==> src/rtl/operand_gen_pipe_if.sv <==
// operand_gen_pipe_if: handshake and datapath bundle between ID, the
// forwarding network, the operand generator and EX.
interface operand_gen_pipe_if #(
    parameter int DATA_WIDTH      = 32,
    parameter int IMM_WIDTH       = 16,
    parameter int REG_ADDR_WIDTH  = 5,
    parameter int FWD_CHANNELS    = 2,
    parameter int STALL_CNT_WIDTH = 16
);
    logic                                   flush;
    logic                                   in_valid;
    logic                                   in_ready;
    logic [DATA_WIDTH-1:0]                  addr;
    logic [5:0]                             op;
    logic [5:0]                             funct;
    logic [IMM_WIDTH-1:0]                   imm;
    logic [REG_ADDR_WIDTH-1:0]              rs_addr;
    logic [REG_ADDR_WIDTH-1:0]              rt_addr;
    logic [DATA_WIDTH-1:0]                  reg_data_1;
    logic [DATA_WIDTH-1:0]                  reg_data_2;
    logic [FWD_CHANNELS-1:0]                fwd_we;
    logic [FWD_CHANNELS-1:0]                fwd_pend;
    logic [FWD_CHANNELS*REG_ADDR_WIDTH-1:0] fwd_addr;
    logic [FWD_CHANNELS*DATA_WIDTH-1:0]     fwd_data;
    logic                                   out_valid;
    logic                                   out_ready;
    logic [DATA_WIDTH-1:0]                  operand_1;
    logic [DATA_WIDTH-1:0]                  operand_2;
    logic [STALL_CNT_WIDTH-1:0]             stall_cycles;

    modport master (
        output flush, in_valid, addr, op, funct, imm,
        output rs_addr, rt_addr, reg_data_1, reg_data_2,
        output fwd_we, fwd_pend, fwd_addr, fwd_data, out_ready,
        input  in_ready, out_valid, operand_1, operand_2, stall_cycles
    );

    modport slave (
        input  flush, in_valid, addr, op, funct, imm,
        input  rs_addr, rt_addr, reg_data_1, reg_data_2,
        input  fwd_we, fwd_pend, fwd_addr, fwd_data, out_ready,
        output in_ready, out_valid, operand_1, operand_2, stall_cycles
    );
endinterface

==> src/rtl/operand_gen_pipe.sv <==
// operand_gen_pipe: selects and forwards EX operands, stalls on load-use
// hazards and hands results to EX through a 1-deep valid/ready slice.
module operand_gen_pipe #(
    parameter int DATA_WIDTH      = 32,
    parameter int IMM_WIDTH       = 16,
    parameter int REG_ADDR_WIDTH  = 5,
    parameter int FWD_CHANNELS    = 2,
    parameter int LINK_OFFSET     = 8,
    parameter int STALL_CNT_WIDTH = 16
) (
    input logic                clk,
    input logic                rst,
    operand_gen_pipe_if.slave  bus
);
    localparam logic [5:0] OP_SPECIAL = 6'h00;
    localparam logic [5:0] OP_JAL     = 6'h03;
    localparam logic [5:0] OP_ADDIU   = 6'h09;
    localparam logic [5:0] OP_SLTI    = 6'h0A;
    localparam logic [5:0] OP_SLTIU   = 6'h0B;
    localparam logic [5:0] OP_ANDI    = 6'h0C;
    localparam logic [5:0] OP_ORI     = 6'h0D;
    localparam logic [5:0] OP_XORI    = 6'h0E;
    localparam logic [5:0] OP_LUI     = 6'h0F;
    localparam logic [5:0] OP_LB      = 6'h20;
    localparam logic [5:0] OP_LH      = 6'h21;
    localparam logic [5:0] OP_LW      = 6'h23;
    localparam logic [5:0] OP_LBU     = 6'h24;
    localparam logic [5:0] OP_LHU     = 6'h25;
    localparam logic [5:0] OP_SB      = 6'h28;
    localparam logic [5:0] OP_SH      = 6'h29;
    localparam logic [5:0] OP_SW      = 6'h2B;
    localparam logic [5:0] FN_JALR    = 6'h09;

    localparam logic [1:0] S1_ZERO = 2'd0;
    localparam logic [1:0] S1_RS   = 2'd1;
    localparam logic [1:0] S1_LINK = 2'd2;

    localparam logic [2:0] S2_ZERO = 3'd0;
    localparam logic [2:0] S2_RT   = 3'd1;
    localparam logic [2:0] S2_SEXT = 3'd2;
    localparam logic [2:0] S2_ZLO  = 3'd3;
    localparam logic [2:0] S2_ZHI  = 3'd4;

    localparam int RW = REG_ADDR_WIDTH;
    localparam int DW = DATA_WIDTH;

    logic [1:0]                 w_sel1;
    logic [2:0]                 w_sel2;
    logic                       w_use_rs;
    logic                       w_use_rt;
    logic [DW-1:0]              w_rs_val;
    logic [DW-1:0]              w_rt_val;
    logic                       w_rs_pend;
    logic                       w_rt_pend;
    logic [DW-1:0]              w_sext;
    logic [DW-1:0]              w_zlo;
    logic [DW-1:0]              w_zhi;
    logic [DW-1:0]              w_link;
    logic [DW-1:0]              w_op1;
    logic [DW-1:0]              w_op2;
    logic                       w_hazard;
    logic                       w_accept;

    logic                       r_valid;
    logic [DW-1:0]              r_op1;
    logic [DW-1:0]              r_op2;
    logic [STALL_CNT_WIDTH-1:0] r_stall_cnt;

    assign w_sext = DW'($signed(bus.imm));
    assign w_zlo  = DW'(bus.imm);
    assign w_zhi  = DW'(bus.imm) << (DW - IMM_WIDTH);
    assign w_link = bus.addr + DW'(LINK_OFFSET);

    // Decode opcode into operand source selects.
    always_comb begin
        w_sel1 = S1_ZERO;
        w_sel2 = S2_ZERO;
        case (bus.op)
            OP_SPECIAL: begin
                w_sel1 = (bus.funct == FN_JALR) ? S1_LINK : S1_RS;
                w_sel2 = S2_RT;
            end
            OP_JAL: w_sel1 = S1_LINK;
            OP_ADDIU, OP_SLTI, OP_SLTIU,
            OP_LB, OP_LH, OP_LW, OP_LBU, OP_LHU,
            OP_SB, OP_SH, OP_SW: begin
                w_sel1 = S1_RS;
                w_sel2 = S2_SEXT;
            end
            OP_ANDI, OP_ORI, OP_XORI: begin
                w_sel1 = S1_RS;
                w_sel2 = S2_ZLO;
            end
            OP_LUI: begin
                w_sel1 = S1_RS;
                w_sel2 = S2_ZHI;
            end
            default: begin
                w_sel1 = S1_ZERO;
                w_sel2 = S2_ZERO;
            end
        endcase
    end

    assign w_use_rs = (w_sel1 == S1_RS);
    assign w_use_rt = (w_sel2 == S2_RT);

    // Forward rs/rt; walking down makes the lowest channel win.
    always_comb begin
        w_rs_val  = bus.reg_data_1;
        w_rt_val  = bus.reg_data_2;
        w_rs_pend = 1'b0;
        w_rt_pend = 1'b0;
        for (int i = FWD_CHANNELS - 1; i >= 0; i--) begin
            if (bus.fwd_we[i] && bus.rs_addr != '0 &&
                bus.fwd_addr[i*RW +: RW] == bus.rs_addr) begin
                w_rs_val  = bus.fwd_data[i*DW +: DW];
                w_rs_pend = bus.fwd_pend[i];
            end
            if (bus.fwd_we[i] && bus.rt_addr != '0 &&
                bus.fwd_addr[i*RW +: RW] == bus.rt_addr) begin
                w_rt_val  = bus.fwd_data[i*DW +: DW];
                w_rt_pend = bus.fwd_pend[i];
            end
        end
    end

    // Mux the selected sources onto the operand buses.
    always_comb begin
        w_op1 = '0;
        w_op2 = '0;
        case (w_sel1)
            S1_RS:   w_op1 = w_rs_val;
            S1_LINK: w_op1 = w_link;
            default: w_op1 = '0;
        endcase
        case (w_sel2)
            S2_RT:   w_op2 = w_rt_val;
            S2_SEXT: w_op2 = w_sext;
            S2_ZLO:  w_op2 = w_zlo;
            S2_ZHI:  w_op2 = w_zhi;
            default: w_op2 = '0;
        endcase
    end

    assign w_hazard = bus.in_valid &&
                      ((w_use_rs && w_rs_pend) || (w_use_rt && w_rt_pend));
    assign bus.in_ready = !bus.flush && !w_hazard &&
                          (!r_valid || bus.out_ready);
    assign w_accept = bus.in_valid && bus.in_ready;

    // Output slice: load on accept, drain on consume, drop on flush.
    always_ff @(posedge clk) begin
        if (!rst) begin
            r_valid <= 1'b0;
            r_op1   <= '0;
            r_op2   <= '0;
        end else if (bus.flush) begin
            r_valid <= 1'b0;
        end else if (w_accept) begin
            r_valid <= 1'b1;
            r_op1   <= w_op1;
            r_op2   <= w_op2;
        end else if (bus.out_ready) begin
            r_valid <= 1'b0;
        end
    end

    // Saturating count of cycles lost to hazard stalls.
    always_ff @(posedge clk) begin
        if (!rst) begin
            r_stall_cnt <= '0;
        end else if (w_hazard && !bus.flush && !(&r_stall_cnt)) begin
            r_stall_cnt <= r_stall_cnt + 1'b1;
        end
    end

    assign bus.out_valid    = r_valid;
    assign bus.operand_1    = r_op1;
    assign bus.operand_2    = r_op2;
    assign bus.stall_cycles = r_stall_cnt;
endmodule

==> src/flat_wrapper.sv <==
// flat-port wrapper written by rule: the top's interface ports become plain ports
module operand_gen_pipe_flat 
#(
    parameter int DATA_WIDTH      = 32,
    parameter int IMM_WIDTH       = 16,
    parameter int REG_ADDR_WIDTH  = 5,
    parameter int FWD_CHANNELS    = 2,
    parameter int LINK_OFFSET     = 8,
    parameter int STALL_CNT_WIDTH = 16
)
  (clk, rst, bus_flush, bus_in_valid, bus_addr, bus_op, bus_funct, bus_imm, bus_rs_addr, bus_rt_addr, bus_reg_data_1, bus_reg_data_2, bus_fwd_we, bus_fwd_pend, bus_fwd_addr, bus_fwd_data, bus_out_ready, bus_in_ready, bus_out_valid, bus_operand_1, bus_operand_2, bus_stall_cycles);
  operand_gen_pipe_if #(.DATA_WIDTH(DATA_WIDTH), .IMM_WIDTH(IMM_WIDTH), .REG_ADDR_WIDTH(REG_ADDR_WIDTH), .FWD_CHANNELS(FWD_CHANNELS), .STALL_CNT_WIDTH(STALL_CNT_WIDTH)) bus_i ();
  input logic clk;
  input logic rst;
  input wire logic [$bits(bus_i.flush)-1:0] bus_flush;
  input wire logic [$bits(bus_i.in_valid)-1:0] bus_in_valid;
  input wire logic [$bits(bus_i.addr)-1:0] bus_addr;
  input wire logic [$bits(bus_i.op)-1:0] bus_op;
  input wire logic [$bits(bus_i.funct)-1:0] bus_funct;
  input wire logic [$bits(bus_i.imm)-1:0] bus_imm;
  input wire logic [$bits(bus_i.rs_addr)-1:0] bus_rs_addr;
  input wire logic [$bits(bus_i.rt_addr)-1:0] bus_rt_addr;
  input wire logic [$bits(bus_i.reg_data_1)-1:0] bus_reg_data_1;
  input wire logic [$bits(bus_i.reg_data_2)-1:0] bus_reg_data_2;
  input wire logic [$bits(bus_i.fwd_we)-1:0] bus_fwd_we;
  input wire logic [$bits(bus_i.fwd_pend)-1:0] bus_fwd_pend;
  input wire logic [$bits(bus_i.fwd_addr)-1:0] bus_fwd_addr;
  input wire logic [$bits(bus_i.fwd_data)-1:0] bus_fwd_data;
  input wire logic [$bits(bus_i.out_ready)-1:0] bus_out_ready;
  output wire logic [$bits(bus_i.in_ready)-1:0] bus_in_ready;
  output wire logic [$bits(bus_i.out_valid)-1:0] bus_out_valid;
  output wire logic [$bits(bus_i.operand_1)-1:0] bus_operand_1;
  output wire logic [$bits(bus_i.operand_2)-1:0] bus_operand_2;
  output wire logic [$bits(bus_i.stall_cycles)-1:0] bus_stall_cycles;
  assign bus_i.flush = bus_flush;
  assign bus_i.in_valid = bus_in_valid;
  assign bus_i.addr = bus_addr;
  assign bus_i.op = bus_op;
  assign bus_i.funct = bus_funct;
  assign bus_i.imm = bus_imm;
  assign bus_i.rs_addr = bus_rs_addr;
  assign bus_i.rt_addr = bus_rt_addr;
  assign bus_i.reg_data_1 = bus_reg_data_1;
  assign bus_i.reg_data_2 = bus_reg_data_2;
  assign bus_i.fwd_we = bus_fwd_we;
  assign bus_i.fwd_pend = bus_fwd_pend;
  assign bus_i.fwd_addr = bus_fwd_addr;
  assign bus_i.fwd_data = bus_fwd_data;
  assign bus_i.out_ready = bus_out_ready;
  assign bus_in_ready = bus_i.in_ready;
  assign bus_out_valid = bus_i.out_valid;
  assign bus_operand_1 = bus_i.operand_1;
  assign bus_operand_2 = bus_i.operand_2;
  assign bus_stall_cycles = bus_i.stall_cycles;
  operand_gen_pipe #(.DATA_WIDTH(DATA_WIDTH), .IMM_WIDTH(IMM_WIDTH), .REG_ADDR_WIDTH(REG_ADDR_WIDTH), .FWD_CHANNELS(FWD_CHANNELS), .LINK_OFFSET(LINK_OFFSET), .STALL_CNT_WIDTH(STALL_CNT_WIDTH)) u_core (.clk(clk), .rst(rst), .bus(bus_i));
endmodule
==> config.mk <==
export PLATFORM = sky130hd
export DESIGN_NAME = operand_gen_pipe_flat
export DESIGN_NICKNAME = d
export VERILOG_FILES = /design/src/rtl/operand_gen_pipe_if.sv /design/src/rtl/operand_gen_pipe.sv /design/src/flat_wrapper.sv
export SDC_FILE = /design/constraint.sdc
export NUM_CORES = 1
export LEC_CHECK = 0
export CORE_ASPECT_RATIO = 1.75
export CORE_MARGIN = 1.5
export CORE_UTILIZATION = 41
export CTS_CLUSTER_DIAMETER = 120
export DETAILED_ROUTE_END_ITERATION = 10
export PLACE_DENSITY = 0.86
export SLEW_MARGIN = 20
export SYNTH_ARGS = -nofsm -noshare
export SYNTH_HDL_FRONTEND = slang
export SYNTH_SLANG_ARGS = --single-unit
==> constraint.sdc <==
create_clock -name clk -period 3.9 [get_ports clk]
set_input_delay 0.78 -clock clk [delete_from_list [all_inputs] [get_ports clk]]
set_output_delay 0.78 -clock clk [all_outputs]
set_load 0.005 [all_outputs]
==> summary.md, run 1 <==
| Metric | Value |
|---|---|
| Post-synth EDFFs | 0 |
| Hold Violations, Final | 0 |
| Startpoint types | input pin |
| Clock latency on the worst-skew pair | 0.34 ns |
| Synth Area per Inst | 7.27 sq um |
| Post-CTS setup buffers | 0 |
| Core ar. | 13500 sq um |
| Net Switching | 668 uW |
| Root buf cell | clkbuf_16 |
| CTS buffer count | 9 |
| Critical R2R Capture | u_core.bus.stall_cycles[9]$_SDFFE_PN0P_ |
| Maximum clock path buffer count | 2 |
| Max VDD drop | 175 uV |
| Area of the mapped netlist | 5710 sq um |
| Commonest non-fill, non-tap cell in the layout | clkdlybuf4s50_1 |
| Die extent in x | 92.2 microns |
| Detailed Place HPWL | 20200 microns |
| Max-cap viol count | 0 |
| Vias per inst | 5.82 |
| Outcome | complete, no violations |
| Vias in the first global route | 6946 |
| Ant. Diodes | 0 |
| Max stage delay on crit path | 0.59 ns |
| IO Pins | 299 |
| IO buf count | 298 |
| Tightest Pin Transition | 1.17 ns |
| Final Setup Violations | 0 |
| Net Sw Frac | 28.9% |
| Tcrit/Tclk final | 98.4% |
| Initial DRC Count | 696 |
| Asr flop ratio synth | 0% |
| Slew headroom | 21.9% |
| Placement Rows | 56 |
| Die height | 159 microns |
| Ratio of cells with drive above 1 in the final layout | 8.32% |
| Post-synth top flop | dfxtp_1 |
| Nets | 1298 |
| Clk pwr share | 35.7% |
| CP max-delay cell | or4_1 |
| H-tree levels | 3 |
| CP endpoint kind | output pin |
| Total Routed Length | 25200 microns |
| Hold_buf cts | 0 |
| FF-to-FF Start | u_core.bus.stall_cycles[4]$_SDFFE_PN0P_ |
| Final Wtd Congestion | 0.981 |
| Final Critical Period | 3.84 ns |
| Total gr overflow | 0 |
| Avg WL per Cell | 20.1 microns |
| Logic pwr share | 26.9% |
| Reg2reg path depth | 8 |
| Fill cell count | 1144 |
| # DRC | 0 |
| Total GRT Usage | 33.4% |
| Worst path required time | 3.12 ns |
| Cell Pwr Density | 246 nW/um^2 |
| Largest net degree at the start of global routing | 63 |
| #FFs+latches synth | 81 |
| Via count | 7309 |
| Flop pwr share | 37.4% |
| Hold endpoint | u_core.bus.operand_1[24]$_SDFFE_PN0P_ |
| Most frequent cells in the layout | 294 x clkdlybuf4s50_1, 87 x nand2_1, 81 x dfxtp_1, 68 x nand3_1, 60 x nor2_1 |
| Post-synth cell types | 42 |
| Worst-path cell chain | clkdlybuf4s50_1, or4_1, nor2_4, nor4_1, a41oi_4, o22ai_1, buf_4, a211oi_1, dlygate4sd2_1 |
| CTS clock-pin slew for the worst setup and hold paths | 0.07 ns |
| Post-Syn Instances | 786 |
| Fin. max-slew vios | 0 |
| Crit path DAT | 3.06 ns |
| ANT nets after route | 0 |
| Total negative slack | 0 ns |
| YS warnings | 0 |
| Hold Path Origin | u_core.bus.operand_1[24]$_SDFFE_PN0P_ |
| Final Skew | 0.00883 ns |
| P&R area growth vs syn | 64.5% |
| Crit Path Max Fanout | 4 |
| Syn nets | 1007 |
| Register area share after synthesis | 28.4% |
| WHS Path Cells | 2 |
| Global-route wire length before repair | 37700 microns |
| Overall power | 2320 uW |
| Min-delay worst type | flip-flop to flip-flop |
| R2R Setup Slk | 1.62 ns |
| Initial core utilization | 42.2% |
| Fmax | 261 MHz |
| DR pass1 iterations | 6 |
| CP Class | input pin to output pin |
| Die Area | 14700 sq um |
| Num Clock Sinks | 81 |
| Leak Pwr | 0.00351 uW |
| Antenna violations before repair | 0 |
| Internal power | 1650 uW |
| Clock tree from TritonCTS | done |
## worst max-delay path, delay by kind of cell
family / cells / cell delay, ns
AND/OR/NAND/NOR: 3 / 0.84
AO/OA/AOI/OAI: 3 / 0.58
buffers and inverters: 3 / 0.86
## cell families after synthesis
kind of cell	after synthesis	synth area share [%]
compound gates	211	23.0
buf+inv	74	5.43
xor+xnor	55	8.44
flops	81	28.4
mux	39	7.16
simple gates	322	26.7
fa+ha+maj	4	0.876
## stage by stage
stage	util [%]	cell area, sq um	worst slack (ns)	hold slack [ns]	cells
6_report	69.5	9390	0.0635	0.466	1256
5_1_grt	69.5	9390	-0.0404	0.491	1256
4_1_cts	69.1	9350	0.0152	0.469	1256
3_5_place_dp	66.9	9050	-0.384	0.460	1240
3_3_place_gp	66.9	9050	-0.295	0.453	1240
2_1_floorplan	-	5710	0.763	0.463	786
## routing by layer
layer  vias up  share of wire [%]  global-route usage, %
li1       3479                  -                      -
met1      3274                 36                   39.4
met2       487                 50                   57.6
met3        69                8.7                   5.92
met4         0                4.7                   15.9
met5         -                  0                      0
## flip-flops by register name (all words and copies together), names as in the netlist
register                 flops
u_core.bus.operand_1        32
u_core.bus.operand_2        32
u_core.bus.stall_cycles     16
u_core.bus.out_valid         1
## power groups by stage
| stage | Combinational [uW] | Sequential [uW] | Clock [uW] |
|---|---|---|---|
| 4_1_cts | 613 | 866 | 833 |
| 2_1_floorplan | 216 | 884 | 0 |
| 3_3_place_gp | 603 | 884 | 0 |
| 6_report | 623 | 867 | 826 |
| 5_1_grt | 663 | 868 | 873 |
| 3_5_place_dp | 611 | 885 | 0 |
## cells in the mapped netlist (10+ instances only)
cell | n | area share, %
a211oi_1 | 17 | 2.2
a21oi_1 | 56 | 4.9
a222oi_1 | 15 | 2.6
a31oi_1 | 30 | 3.3
and3_1 | 10 | 1.1
buf_2 | 11 | 0.96
clkbuf_1 | 46 | 3.0
dfxtp_1 | 81 | 28
mux2_2 | 15 | 3.0
mux2i_1 | 24 | 4.2
nand2_1 | 87 | 5.7
nand3_1 | 68 | 6.0
nand4_1 | 12 | 1.3
nor2_1 | 60 | 3.9
nor3_1 | 55 | 4.8
o21ai_0 | 53 | 4.6
o31ai_1 | 33 | 4.3
xnor2_1 | 40 | 6.1
xor2_1 | 15 | 2.3
## how the worst max path moves through the flow
stage                     cells past startpoint           end            from
final                                         9  bus_in_ready  bus_rt_addr[3]
after global routing                         12  bus_in_ready    bus_funct[1]
after CTS                                     9  bus_in_ready  bus_rt_addr[0]
after floorplan                              11  bus_in_ready    bus_funct[2]
after detailed placement                      9  bus_in_ready  bus_rt_addr[0]
after global placement                        9  bus_in_ready  bus_rt_addr[3]
## area by class of cell
class | instances | area [sq um] | area share, %
clock buffer | 9 | 225 | 2.40
clock inverter | 7 | 60.1 | 0.639
inverter | 10 | 37.5 | 0.400
multi-input combinational | 631 | 3850 | 41.0
sequential | 81 | 1620 | 17.3
tap | 174 | 218 | 2.32
timing repair buffer | 344 | 3380 | 36.0
## repair_timing
item                       CTS  global route
setup endpoints to repair    1             1
resized for setup            6             8
pin swaps                    2             3
Power figures use the tool's default switching activity.
==> inputs of run 2 (changes only) <==
CAP_MARGIN = 15   (was not set)
==> results of run 2 <==
No change in the layout: final DEF, timing and power equal those of run 1.
